File: src/rtl/fsk_transmitter.sv
// fsk_transmitter: frames valid/ready bytes into preamble+start/8N/stop+tail bursts
// and keys a continuous-phase FSK NCO phase accumulator. Rev 1.0
`default_nettype none

module fsk_transmitter #(
  parameter int unsigned BIT_CYCLES    = 1300,
  parameter logic [31:0] MARK_INC      = 32'd483183821,
  parameter logic [31:0] SPACE_INC     = 32'd450000000,
  parameter int unsigned PREAMBLE_BITS = 16,
  parameter int unsigned TAIL_BITS     = 4
) (
  input  logic        clock,
  input  logic        reset_n,
  input  logic [7:0]  data,
  input  logic        data_valid,
  output logic        data_ready,
  output logic        tx_en,
  output logic        bit_out,
  output logic [31:0] phase_inc,
  output logic [31:0] phase,
  output logic        busy
);

  localparam int unsigned TMR_W   = $clog2(BIT_CYCLES);
  localparam int unsigned CNT_MAX = (PREAMBLE_BITS > TAIL_BITS) ?
                                    ((PREAMBLE_BITS > 8) ? PREAMBLE_BITS : 8) :
                                    ((TAIL_BITS > 8) ? TAIL_BITS : 8);
  localparam int unsigned CNT_W   = $clog2(CNT_MAX);

  localparam logic [TMR_W-1:0] TMR_LOAD  = TMR_W'(BIT_CYCLES - 1);
  localparam logic [CNT_W-1:0] PRE_LAST  = CNT_W'(PREAMBLE_BITS - 1);
  localparam logic [CNT_W-1:0] TAIL_LAST = CNT_W'(TAIL_BITS - 1);
  localparam logic [CNT_W-1:0] DATA_LAST = CNT_W'(7);

  typedef enum logic [2:0] {
    S_IDLE     = 3'd0,
    S_PREAMBLE = 3'd1,
    S_START    = 3'd2,
    S_DATA     = 3'd3,
    S_STOP     = 3'd4,
    S_TAIL     = 3'd5
  } state_e;

  state_e            state_q, state_d;
  logic [TMR_W-1:0]  timer_q, timer_d;
  logic [CNT_W-1:0]  cnt_q, cnt_d;
  logic [7:0]        shift_q, shift_d;
  logic              bit_q, bit_d;
  logic              ready_q, ready_d;
  logic              txen_q, txen_d;
  logic [31:0]       inc_q, inc_d;
  logic [31:0]       phase_q, phase_d;
  logic              take;

  always_ff @(posedge clock or negedge reset_n) begin
    if (!reset_n) begin
      state_q <= S_IDLE;
      timer_q <= '0;
      cnt_q   <= '0;
      shift_q <= '0;
      bit_q   <= 1'b1;
      ready_q <= 1'b0;
      txen_q  <= 1'b0;
      inc_q   <= '0;
      phase_q <= '0;
    end else begin
      state_q <= state_d;
      timer_q <= timer_d;
      cnt_q   <= cnt_d;
      shift_q <= shift_d;
      bit_q   <= bit_d;
      ready_q <= ready_d;
      txen_q  <= txen_d;
      inc_q   <= inc_d;
      phase_q <= phase_d;
    end
  end

  always_comb begin
    state_d = state_q;
    timer_d = timer_q;
    cnt_d   = cnt_q;
    shift_d = shift_q;
    bit_d   = bit_q;
    take    = ready_q && data_valid;

    if (state_q == S_IDLE) begin
      if (take) begin
        state_d = S_PREAMBLE;
        timer_d = TMR_LOAD;
        cnt_d   = '0;
        shift_d = data;
        bit_d   = 1'b1;
      end
    end else if (timer_q != '0) begin
      timer_d = timer_q - TMR_W'(1);
    end else begin
      timer_d = TMR_LOAD;
      case (state_q)
        S_PREAMBLE: begin
          if (cnt_q == PRE_LAST) begin
            state_d = S_START;
            bit_d   = 1'b0;
          end else begin
            cnt_d = cnt_q + CNT_W'(1);
            bit_d = ~bit_q;
          end
        end
        S_START: begin
          state_d = S_DATA;
          cnt_d   = '0;
          bit_d   = shift_q[0];
        end
        S_DATA: begin
          if (cnt_q == DATA_LAST) begin
            state_d = S_STOP;
            bit_d   = 1'b1;
          end else begin
            cnt_d   = cnt_q + CNT_W'(1);
            shift_d = {1'b0, shift_q[7:1]};
            bit_d   = shift_q[1];
          end
        end
        S_STOP: begin
          // Back-to-back bytes skip the preamble and tail entirely.
          if (take) begin
            state_d = S_START;
            shift_d = data;
            bit_d   = 1'b0;
          end else begin
            state_d = S_TAIL;
            cnt_d   = '0;
            bit_d   = 1'b1;
          end
        end
        S_TAIL: begin
          bit_d = 1'b1;
          if (cnt_q == TAIL_LAST) begin
            state_d = S_IDLE;
          end else begin
            cnt_d = cnt_q + CNT_W'(1);
          end
        end
        default: begin
          state_d = S_IDLE;
          bit_d   = 1'b1;
        end
      endcase
    end

    // Outputs are registered, so they are derived from the next-state values.
    txen_d  = (state_d != S_IDLE);
    ready_d = (state_d == S_IDLE) || ((state_d == S_STOP) && (timer_d == '0));
    inc_d   = txen_d ? (bit_d ? MARK_INC : SPACE_INC) : 32'd0;
    phase_d = txen_d ? (phase_q + inc_q) : 32'd0;
  end

  assign data_ready = ready_q;
  assign tx_en      = txen_q;
  assign busy       = txen_q;
  assign bit_out    = bit_q;
  assign phase_inc  = inc_q;
  assign phase      = phase_q;

endmodule

`default_nettype wire

File: config.mk
export PLATFORM = sky130hd
export DESIGN_NAME = fsk_transmitter
export DESIGN_NICKNAME = d
export VERILOG_FILES = /design/src/rtl/fsk_transmitter.sv
export SDC_FILE = /design/constraint.sdc
export NUM_CORES = 1
export LEC_CHECK = 0
export ABC_AREA = 1
export CAP_MARGIN = 0
export CORE_MARGIN = 2
export CORE_UTILIZATION = 59
export DETAILED_ROUTE_END_ITERATION = 10
export GPL_TIMING_DRIVEN = 0
export PLACE_DENSITY = 0.87
export SETUP_SLACK_MARGIN = 0.05
export SYNTH_ARGS = -nofsm -noshare
export SYNTH_HDL_FRONTEND = slang
export SYNTH_SLANG_ARGS = --single-unit
File: constraint.sdc
create_clock -name clock -period 5.2 [get_ports clock]
set_input_delay 1.3 -clock clock [delete_from_list [all_inputs] [get_ports clock]]
set_output_delay 1.3 -clock clock [all_outputs]
set_load 0.05 [all_outputs]
==> results of run 1 <==
## flip-flops by register name, summed over array words and instances (netlist names)
| register | cells |
|---|---|
| bit_out | 1 |
| timer_q | 11 |
| phase_inc | 3 |
| shift_q | 8 |
| data_ready | 1 |
| phase | 32 |
| state_q | 3 |
| cnt_q | 4 |
## critical path, delay by kind of cell (launching register included)
| family | cells | cell delay (ps) |
|---|---|---|
| buf+inv | 2 | 1020 |
| flops | 1 | 810 |
## path summary, 6_finish.rpt
check / startpoint / endpoint / cells after the start
worst min register to register: cnt_q[0]$_DFFE_PN0P_ / cnt_q[0]$_DFFE_PN0P_ / 1
min in group asynchronous: reset_n / phase[6]$_DFF_PN0_ / 1
worst max-delay path: phase_inc[26]$_DFF_PN0_ / phase_inc[26] / 2
worst min-delay path: cnt_q[0]$_DFFE_PN0P_ / cnt_q[0]$_DFFE_PN0P_ / 1
max in group asynchronous: reset_n / bit_out$_DFF_PN1_ / 2
worst max register to register: phase_inc[26]$_DFF_PN0_ / phase[28]$_DFF_PN0_ / 13
## cells by family after synthesis
kind of cell	Yosys count	synth area share, %
DFF	63	32.95
xor gates and xnor gates	18	3.292
adders and majority gates	25	6.533
AOI/OAI and AO/OA	85	9.564
buffers and inverters	113	11.99
other	1	0.07832
and+or+nand+nor	399	35.59
## metal layers
metal / wire (um) / vias up / share of wire (%) / track usage (%)
li1: - / 2396 / - / -
met1: 4990 / 2127 / 42 / 34.78
met2: 5725 / 176 / 48 / 49.35
met3: 698 / 41 / 5.9 / 4.575
met4: 510 / 0 / 4.3 / 15.22
met5: 0 / - / 0 / 0
## layout make-up
class                   instances  area (um^2)
plain buffers                  40        300.3
clock buffers                  11        141.4
clock inverters                 5        81.33
fillers                       641         1946
inverters                      73        274.0
multi-input cells             538         2674
flip-flops and latches         63         1578
well taps                     102        127.6
repair buffers                 68        685.7
## power groups by stage
stage	registers, mW	clock network (mW)	logic (mW)
after CTS	0.490	0.493	0.0427
after floorplan	0.499	0	0.0237
after global placement	0.499	0	0.0409
final	0.490	0.485	0.0423
after global routing	0.489	0.514	0.0462
after detailed placement	0.499	0	0.0427
## synth_stat cells
| cell type | n | area share, % |
|---|---|---|
| a21o_1 | 1 | 0.16 |
| a21oi_1 | 29 | 3.0 |
| a21oi_2 | 1 | 0.18 |
| a22oi_1 | 1 | 0.16 |
| a31oi_1 | 3 | 0.39 |
| buf_2 | 3 | 0.31 |
| buf_4 | 31 | 4.9 |
| buf_6 | 4 | 0.94 |
| clkbuf_1 | 2 | 0.16 |
| clkinv_1 | 1 | 0.078 |
| conb_1 | 1 | 0.078 |
| dfrtp_1 | 62 | 32 |
| dfstp_2 | 1 | 0.55 |
| ha_1 | 25 | 6.5 |
| inv_1 | 69 | 5.4 |
| inv_2 | 3 | 0.24 |
| nand2_1 | 200 | 16 |
| nand2_2 | 5 | 0.65 |
| nand3_1 | 40 | 4.2 |
| nand3_2 | 1 | 0.21 |
| nand3b_1 | 10 | 1.6 |
| nand4_1 | 8 | 1.0 |
| nor2_1 | 105 | 8.2 |
| nor2_2 | 12 | 1.6 |
| nor2_4 | 2 | 0.47 |
| nor3_1 | 12 | 1.3 |
| nor3_4 | 1 | 0.34 |
| nor4_1 | 2 | 0.26 |
| o2111ai_1 | 1 | 0.18 |
| o21a_1 | 1 | 0.16 |
| o21ai_0 | 41 | 4.3 |
| o21ai_1 | 1 | 0.10 |
| o21ai_2 | 1 | 0.18 |
| o21bai_1 | 3 | 0.47 |
| o22ai_1 | 2 | 0.26 |
| or2_2 | 1 | 0.13 |
| xnor2_1 | 11 | 2.0 |
| xor2_1 | 7 | 1.3 |
## per-stage QoR
| stage | util (%) | worst slack [ps] | hold WS [ps] | std cells |
|---|---|---|---|---|
| 2_1_floorplan | - | 2560 | 453.4 | 714 |
| 3_3_place_gp | 72.04 | 825.4 | 472.6 | 883 |
| 3_5_place_dp | 72.23 | 1629 | 487.5 | 884 |
| 4_1_cts | 75.08 | 1711 | 503.8 | 900 |
| 5_1_grt | 75.08 | 1647 | 527.8 | 900 |
| 6_report | 75.08 | 1719 | 500.0 | 900 |
==> key figures, run 1 <==
GRT
  – GRT Overall Usage: 28.85%
  – Initial antenna violation count: 0
  – First-pass GRT wire length: 20.15 mm
  – Largest net degree at the start of global routing: 39
  – Vias in the first global route: 4417
  – Gr ovfl total: 0

Place
  – Area after DPL: 0.005639 mm^2
  – GPL Wtd Cong: 0.9934
  – Port Buffer Count: 67
  – Post-DP HPWL: 9.322 mm

Drt
  – Antenna Violating Nets Remaining: 0
  – DRT Wirelength: 11.93 mm
  – Vias: 4740
  – DRT iter0 DRCs: 224
  – Routed WL per cell: 13.25 um
  – Drt first pass iters: 5
  – # DRC: 0
  – Vias per cell: 5.267

STA
  – Layout Skew: 11.27 ps
  – Endpoints failing setup: 0
  – Setup TNS: 0 ps
  – Worst-margin pin slew: 881.7 ps
  – Final hold viol count: 0
  – Slew Limit Headroom: 41.22%
  – Slew Limit Fails: 0
  – Final min period: 3481 ps
  – Period utilization: 66.95%
  – Max Fclk: 287.3 MHz
  – Unrepaired setup endpoints after global routing: no

Power and ir drop
  – Clock Power Share: 47.7%
  – Internal power: 786.3 uW
  – Fraction of power consumed by combinational cells: 4.2%
  – Leak: 2.943 nW
  – Peak VDD IR: 0.0001399 V
  – Power per cell area: 173.5 mW/mm^2
  – Final total power: 1.017 mW
  – Sw frac: 22.70%
  – Flop pwr share: 48.1%
  – Psw: 230.9 uW

Cells and area
  – N_diodes: 0
  – Area Overhead vs Synth: 22.42%
  – Final #Nets: 829
  – Most frequent cells in the layout: nand2_1, nor2_1, inv_1
  – Layout cell share with drive strength beyond 1: 10.40%
  – Most common cell after layout, fill and taps aside: nand2_1
  – Final instance area: 0.005862 mm^2

Clock tree
  – Clk pin slew, worst setup/hold paths: 70 ps
  – # hold bufs at CTS: 0
  – Num CTS Buffers: 9
  – Clk sinks: 63
  – Post-CTS sizing: 0
  – H-tree depth: 3
  – Clk Latency, worst-skew pair: 350 ps
  – Max Buffers Root-to-Sink: 2
  – TritonCTS clock tree: done
  – Setup Fix Bufs, Post-CTS: 0
  – Root Driver: clkbuf_8

Logic synthesis
  – Post-Syn Area: 0.004788 mm^2
  – Synth warn: 0
  – Syn Inst Count: 704
  – Fraction of the yosys area taken by sequential cells: 32.95%
  – FF+latch count, synth: 63
  – Distinct cell type count of the synthesized netlist: 38
  – Syn_area_per_cell: 6.802 um^2

Critical path
  – Worst-path cell chain: buf_4 > clkdlybuf4s50_1
  – CP arrival: 2180 ps
  – Reg2Reg Setup Slack: 2320 ps
  – Worst Path Required: 3900 ps
  – Startpoint class of the critical path: flop
  – Largest fanout on the critical path: 18
  – CP Class: reg -> out
  – CP Capture Type: primary output
  – CP peak stage delay: 810 ps
  – Crit-path slowest cell: dfrtp_1

Die
  – Area of the core: 0.007807 mm^2
  – Die Span X: 94.09 um
  – # rows: 32
  – Die Span Y: 94.09 um
  – DIE AREA: 0.008852 mm^2
  – Top-Level Pins: 79
  – Starting density of the core: 61.33%

Min path
  – Hold/Removal Path Class: reg -> reg

Run
  – Max_cap viols: 0

Status
  – Status: finished, final reports clean
Power figures use the tool's default switching activity.
==> inputs of run 2 (changes only) <==
Settings changed: CORE_UTILIZATION 59 to 49, PLACE_DENSITY 0.87 to 0.77.
Clock period 5.2 ns to 3.1 ns, I/O delays scaled along.
==> run 2 against run 1 <==
  * Combinational power grew 62%
  * Sequential share of layout area shrank 0.18 points
  * Final cell count increased by 3.3%
  * Critical path depth stayed put
  * Count of clock-buffer cells in the layout is 2 lower
==> key figures, run 2 (synthesis results as in run 1) <==
Place
  – Port Buffer Count: 67
  – Post-Place Worst Slack: 152.0 ps
  – DP Cell Count: 914
  – GPL Wtd Cong: 0.9663
  – Post-DP HPWL: 9.292 mm
  – Area after DPL: 0.005660 mm^2

STA
  – Slew Limit Fails: 0
  – WHS: 505.3 ps
  – Final min period: 2903 ps
  – Endpoints failing setup: 0
  – Slew Limit Headroom: 45.45%
  – Layout Skew: 14.14 ps
  – Unrepaired setup endpoints after global routing: no
  – Setup ws final: 196.8 ps
  – Max Fclk: 344.4 MHz
  – Final hold viol count: 0
  – Worst-margin pin slew: 818.2 ps
  – Period utilization: 93.65%

Drt
  – Antenna Violating Nets Remaining: 0
  – DRT iter0 DRCs: 164
  – Routed WL per cell: 12.94 um
  – Drt first pass iters: 5
  – Vias: 4707
  – Vias per cell: 5.061
  – DRT Wirelength: 12.04 mm
  – # DRC: 0

Cells and area
  – Final #Nets: 828
  – Final instance area: 0.005906 mm^2
  – Most common cell after layout, fill and taps aside: nand2_1
  – Area Overhead vs Synth: 23.33%
  – Post-route insts no fill: 930
  – Layout cell share with drive strength beyond 1: 10.54%
  – Most frequent cells in the layout: nand2_1, nor2_1, inv_1
  – Max reg flops: 32
  – Number of fill cells in the layout: 927
  – N_diodes: 0

Clock tree
  – Clk Latency, worst-skew pair: 360 ps
  – Clk sinks: 63
  – Root Driver: clkbuf_8
  – TritonCTS clock tree: done
  – # hold bufs at CTS: 0
  – Setup Fix Bufs, Post-CTS: 0
  – Num CTS Buffers: 9
  – Max Buffers Root-to-Sink: 2
  – Clk pin slew, worst setup/hold paths: 80 ps
  – H-tree depth: 3
  – Post-CTS sizing: 0

Critical path
  – Largest fanout on the critical path: 16
  – CP arrival: 2130 ps
  – Worst Path Required: 2320 ps
  – CP Class: reg -> out
  – Reg-to-reg startpoint: phase_inc[27]$_DFF_PN0_
  – Crit path launch: phase_inc[27]$_DFF_PN0_
  – Startpoint class of the critical path: flop
  – CP Capture Type: primary output

Die
  – Die Span X: 102.9 um
  – Die Span Y: 102.9 um
  – Top-Level Pins: 79
  – Area of the core: 0.009639 mm^2
  – DIE AREA: 0.01058 mm^2
  – # rows: 36
  – Starting density of the core: 49.68%

Power and ir drop
  – Leak: 2.943 nW
  – Peak VDD IR: 0.0002342 V
  – Final total power: 1.787 mW
  – Power per cell area: 302.5 mW/mm^2

GRT
  – Initial antenna violation count: 0
  – Largest net degree at the start of global routing: 64
  – Vias in the first global route: 4488
  – Gr ovfl total: 0
  – GRT Overall Usage: 24.50%
  – First-pass GRT wire length: 20.36 mm

Status
  – Status: finished, final reports clean

Min path
  – Hold/Removal Path Class: in -> async

Run
  – Max_cap viols: 0
## run 2: final cells by class
| class | instances | area (um^2) | area share, % |
|---|---|---|---|
| Timing Repair Buffer | 67 | 668.1 | 11.31 |
| Inverter | 73 | 274.0 | 4.640 |
| Clock inverter | 7 | 120.1 | 2.034 |
| Buffer | 40 | 300.3 | 5.085 |
| Multi-Input combinational cell | 538 | 2674 | 45.28 |
| Tap cell | 133 | 166.4 | 2.818 |
| Clock buffer | 9 | 123.9 | 2.097 |
| Sequential cell | 63 | 1579 | 26.74 |
## run 2: final timing paths
| kind | cells past startpoint | to | slack (ps) |
|---|---|---|---|
| max | 2 | phase_inc[22] | 200 |
| min | 1 | phase[12]$_DFF_PN0_ | 510 |
| max reg2reg | 12 | phase[28]$_DFF_PN0_ | 330 |
| min reg2reg | 1 | cnt_q[0]$_DFFE_PN0P_ | 510 |
| max in group asynchronous | 1 | phase_inc[26]$_DFF_PN0_ | 2010 |
| min in group clock | 1 | cnt_q[0]$_DFFE_PN0P_ | 510 |
## run 2: power breakdown
group | switching, mW | internal, mW | total (mW)
Sequential | 0 | 0.821 | 0.821
Combinational | 0.0483 | 0.0202 | 0.0685
Clock | 0.360 | 0.536 | 0.897
## run 2: per-stage QoR
stage               utilization, %  setup TNS, ps
floorplan                        -              0
global placement             58.75         -51840
detailed placement           58.72              0
CTS                          61.25              0
global route                 61.27              0
finish                       61.27              0
## run 2: metal layers
layer,part of all wire (%),routed length (um),track usage (%),vias up
li1,-,-,-,2395
met1,43,5128,30.87,2149
met2,49,5943,42.58,139
met3,5.9,712,5.153,24
met4,2.1,249,7.085,0
met5,0,0,0,-
## run 2: worst max-delay path: stages, from the launching register on
cell             delay [ps]
dfrtp_1                 760
buf_4                   210
clkdlybuf4s50_1         800
==> inputs of run 3 (changes only) <==
Settings changed: CORE_UTILIZATION 49 to 40, CTS_CLUSTER_DIAMETER from default to 50, PLACE_DENSITY 0.77 to 0.65.
==> run 3 against run 2 <==
  * Clock skew down 8.7 ps
  * Sequential power about the same
  * Die area is 22% higher
  * Maximum frequency is 0.11% higher
  * Sequential share of layout area shrank 0.25 points
  * Critical path type unchanged
==> key figures, run 3 (synthesis results as in run 1) <==
Die
  – Die Span X: 113.4 um
  – Starting density of the core: 41.40%
  – Top-Level Pins: 79
  – Die Span Y: 113.4 um
  – DIE AREA: 0.01286 mm^2
  – # rows: 39
  – Area of the core: 0.01156 mm^2

GRT
  – GRT Overall Usage: 20.40%
  – Vias in the first global route: 4586
  – Gr ovfl total: 0
  – Initial antenna violation count: 0
  – First-pass GRT wire length: 21.16 mm
  – Largest net degree at the start of global routing: 64

Power and ir drop
  – Peak VDD IR: 0.0002767 V
  – Power per cell area: 319.6 mW/mm^2
  – Leak: 2.961 nW
  – Final total power: 1.905 mW

Drt
  – DRT Wirelength: 12.49 mm
  – # DRC: 0
  – DRT iter0 DRCs: 225
  – Antenna Violating Nets Remaining: 0
  – Routed WL per cell: 13.29 um
  – Vias: 4774
  – Drt first pass iters: 7
  – Vias per cell: 5.079

STA
  – Final hold viol count: 0
  – Unrepaired setup endpoints after global routing: no
  – Max Fclk: 344.8 MHz
  – Endpoints failing setup: 0
  – Setup TNS: 0 ps
  – Slew Limit Headroom: 44.25%
  – Period utilization: 93.55%
  – Slew Limit Fails: 0
  – Layout Skew: 5.389 ps
  – Final min period: 2900 ps
  – WHS: 497.2 ps
  – Worst-margin pin slew: 836.2 ps

Critical path
  – Startpoint class of the critical path: flop
  – Reg2Reg Setup Slack: 350 ps
  – CP arrival: 2130 ps
  – CP Class: reg -> out
  – Worst Path Required: 2320 ps
  – CP Capture Type: primary output
  – Largest fanout on the critical path: 16

Cells and area
  – Layout cell share with drive strength beyond 1: 9.912%
  – Area Overhead vs Synth: 24.51%
  – Final #Nets: 828
  – Most frequent cells in the layout: nand2_1, nor2_1, inv_1
  – N_diodes: 0
  – Number of fill cells in the layout: 1162
  – Max reg flops: 32
  – Most common cell after layout, fill and taps aside: nand2_1

Clock tree
  – TritonCTS clock tree: done
  – # hold bufs at CTS: 0
  – H-tree depth: 3
  – Num CTS Buffers: 9
  – Root Driver: clkbuf_16
  – Clk Latency, worst-skew pair: 340 ps
  – Clk pin slew, worst setup/hold paths: 50 ps
  – Max Buffers Root-to-Sink: 2
  – Clk sinks: 63

Min path
  – Hold/Removal Path Class: reg -> reg

Place
  – GPL Wtd Cong: 0.9455
  – Post-DP HPWL: 9.491 mm
  – Port Buffer Count: 67

Status
  – Status: finished, final reports clean

Run
  – Max_cap viols: 0
## run 3: cell count changes in the layout (fill, tap and decap cells not counted), sizes merged
cell      delta
clkinvlp     -1
clkinv       -2
clkbuf       +6
inv          -1
bufinv       -2
## run 3: cell type report
cell class                 count  area (um^2)  area share, %
clock buffer                  15        257.7          4.323
clock inverter                 1        30.03         0.5037
inverter                      73        274.0          4.596
sequential                    63         1579          26.48
multi-input combinational    538         2674          44.85
buffer                        40        300.3          5.037
tap                          143        178.9          3.001
timing repair buffer          67        668.1          11.21
## run 3: routing by layer
layer  vias up  GRT usage, %  wire length [um]
met1      2191         25.37              5433
met5         -             0                 0
li1       2399             -                 -
met4         0         8.699               403
met3        27         4.516               723
met2       157         34.25              5928
## run 3: critical path, stage by stage, from the launching register on
cell and delay (ps):
dfrtp_1 760, buf_4 220, clkdlybuf4s50_1 800
## run 3: timing repair
action,CTS,global route
gates resized for setup,0,1
setup endpoints to repair,0,6
setup buffers,0,0
## run 3: per-stage QoR
step | worst slack [ps] | instances | instance area, um^2 | util (%)
floorplan | 650.4 | 714 | 4826 | -
global placement | -944.9 | 924 | 5675 | 49.08
detailed placement | 91.54 | 924 | 5673 | 49.05
CTS | 91.61 | 940 | 5961 | 51.54
global route | 106.9 | 940 | 5962 | 51.55
finish | 200.0 | 940 | 5962 | 51.55
## run 3: power breakdown
group	switching, mW	internal, mW	total (mW)
Combinational	0.0484	0.0201	0.0685
Clock	0.368	0.646	1.01
Sequential	0	0.823	0.823
## run 3: path summary, 6_finish.rpt
path	depth (start not counted)	to	start
setup / recovery	2	tx_en	phase_inc[27]$_DFF_PN0_
hold / removal	2	shift_q[7]$_DFFE_PN0P_	shift_q[7]$_DFFE_PN0P_
setup reg to reg	12	phase[28]$_DFF_PN0_	phase_inc[27]$_DFF_PN0_
hold reg to reg	2	shift_q[7]$_DFFE_PN0P_	shift_q[7]$_DFFE_PN0P_
max in group asynchronous	1	phase_inc[26]$_DFF_PN0_	reset_n
min in group asynchronous	1	phase[11]$_DFF_PN0_	reset_n
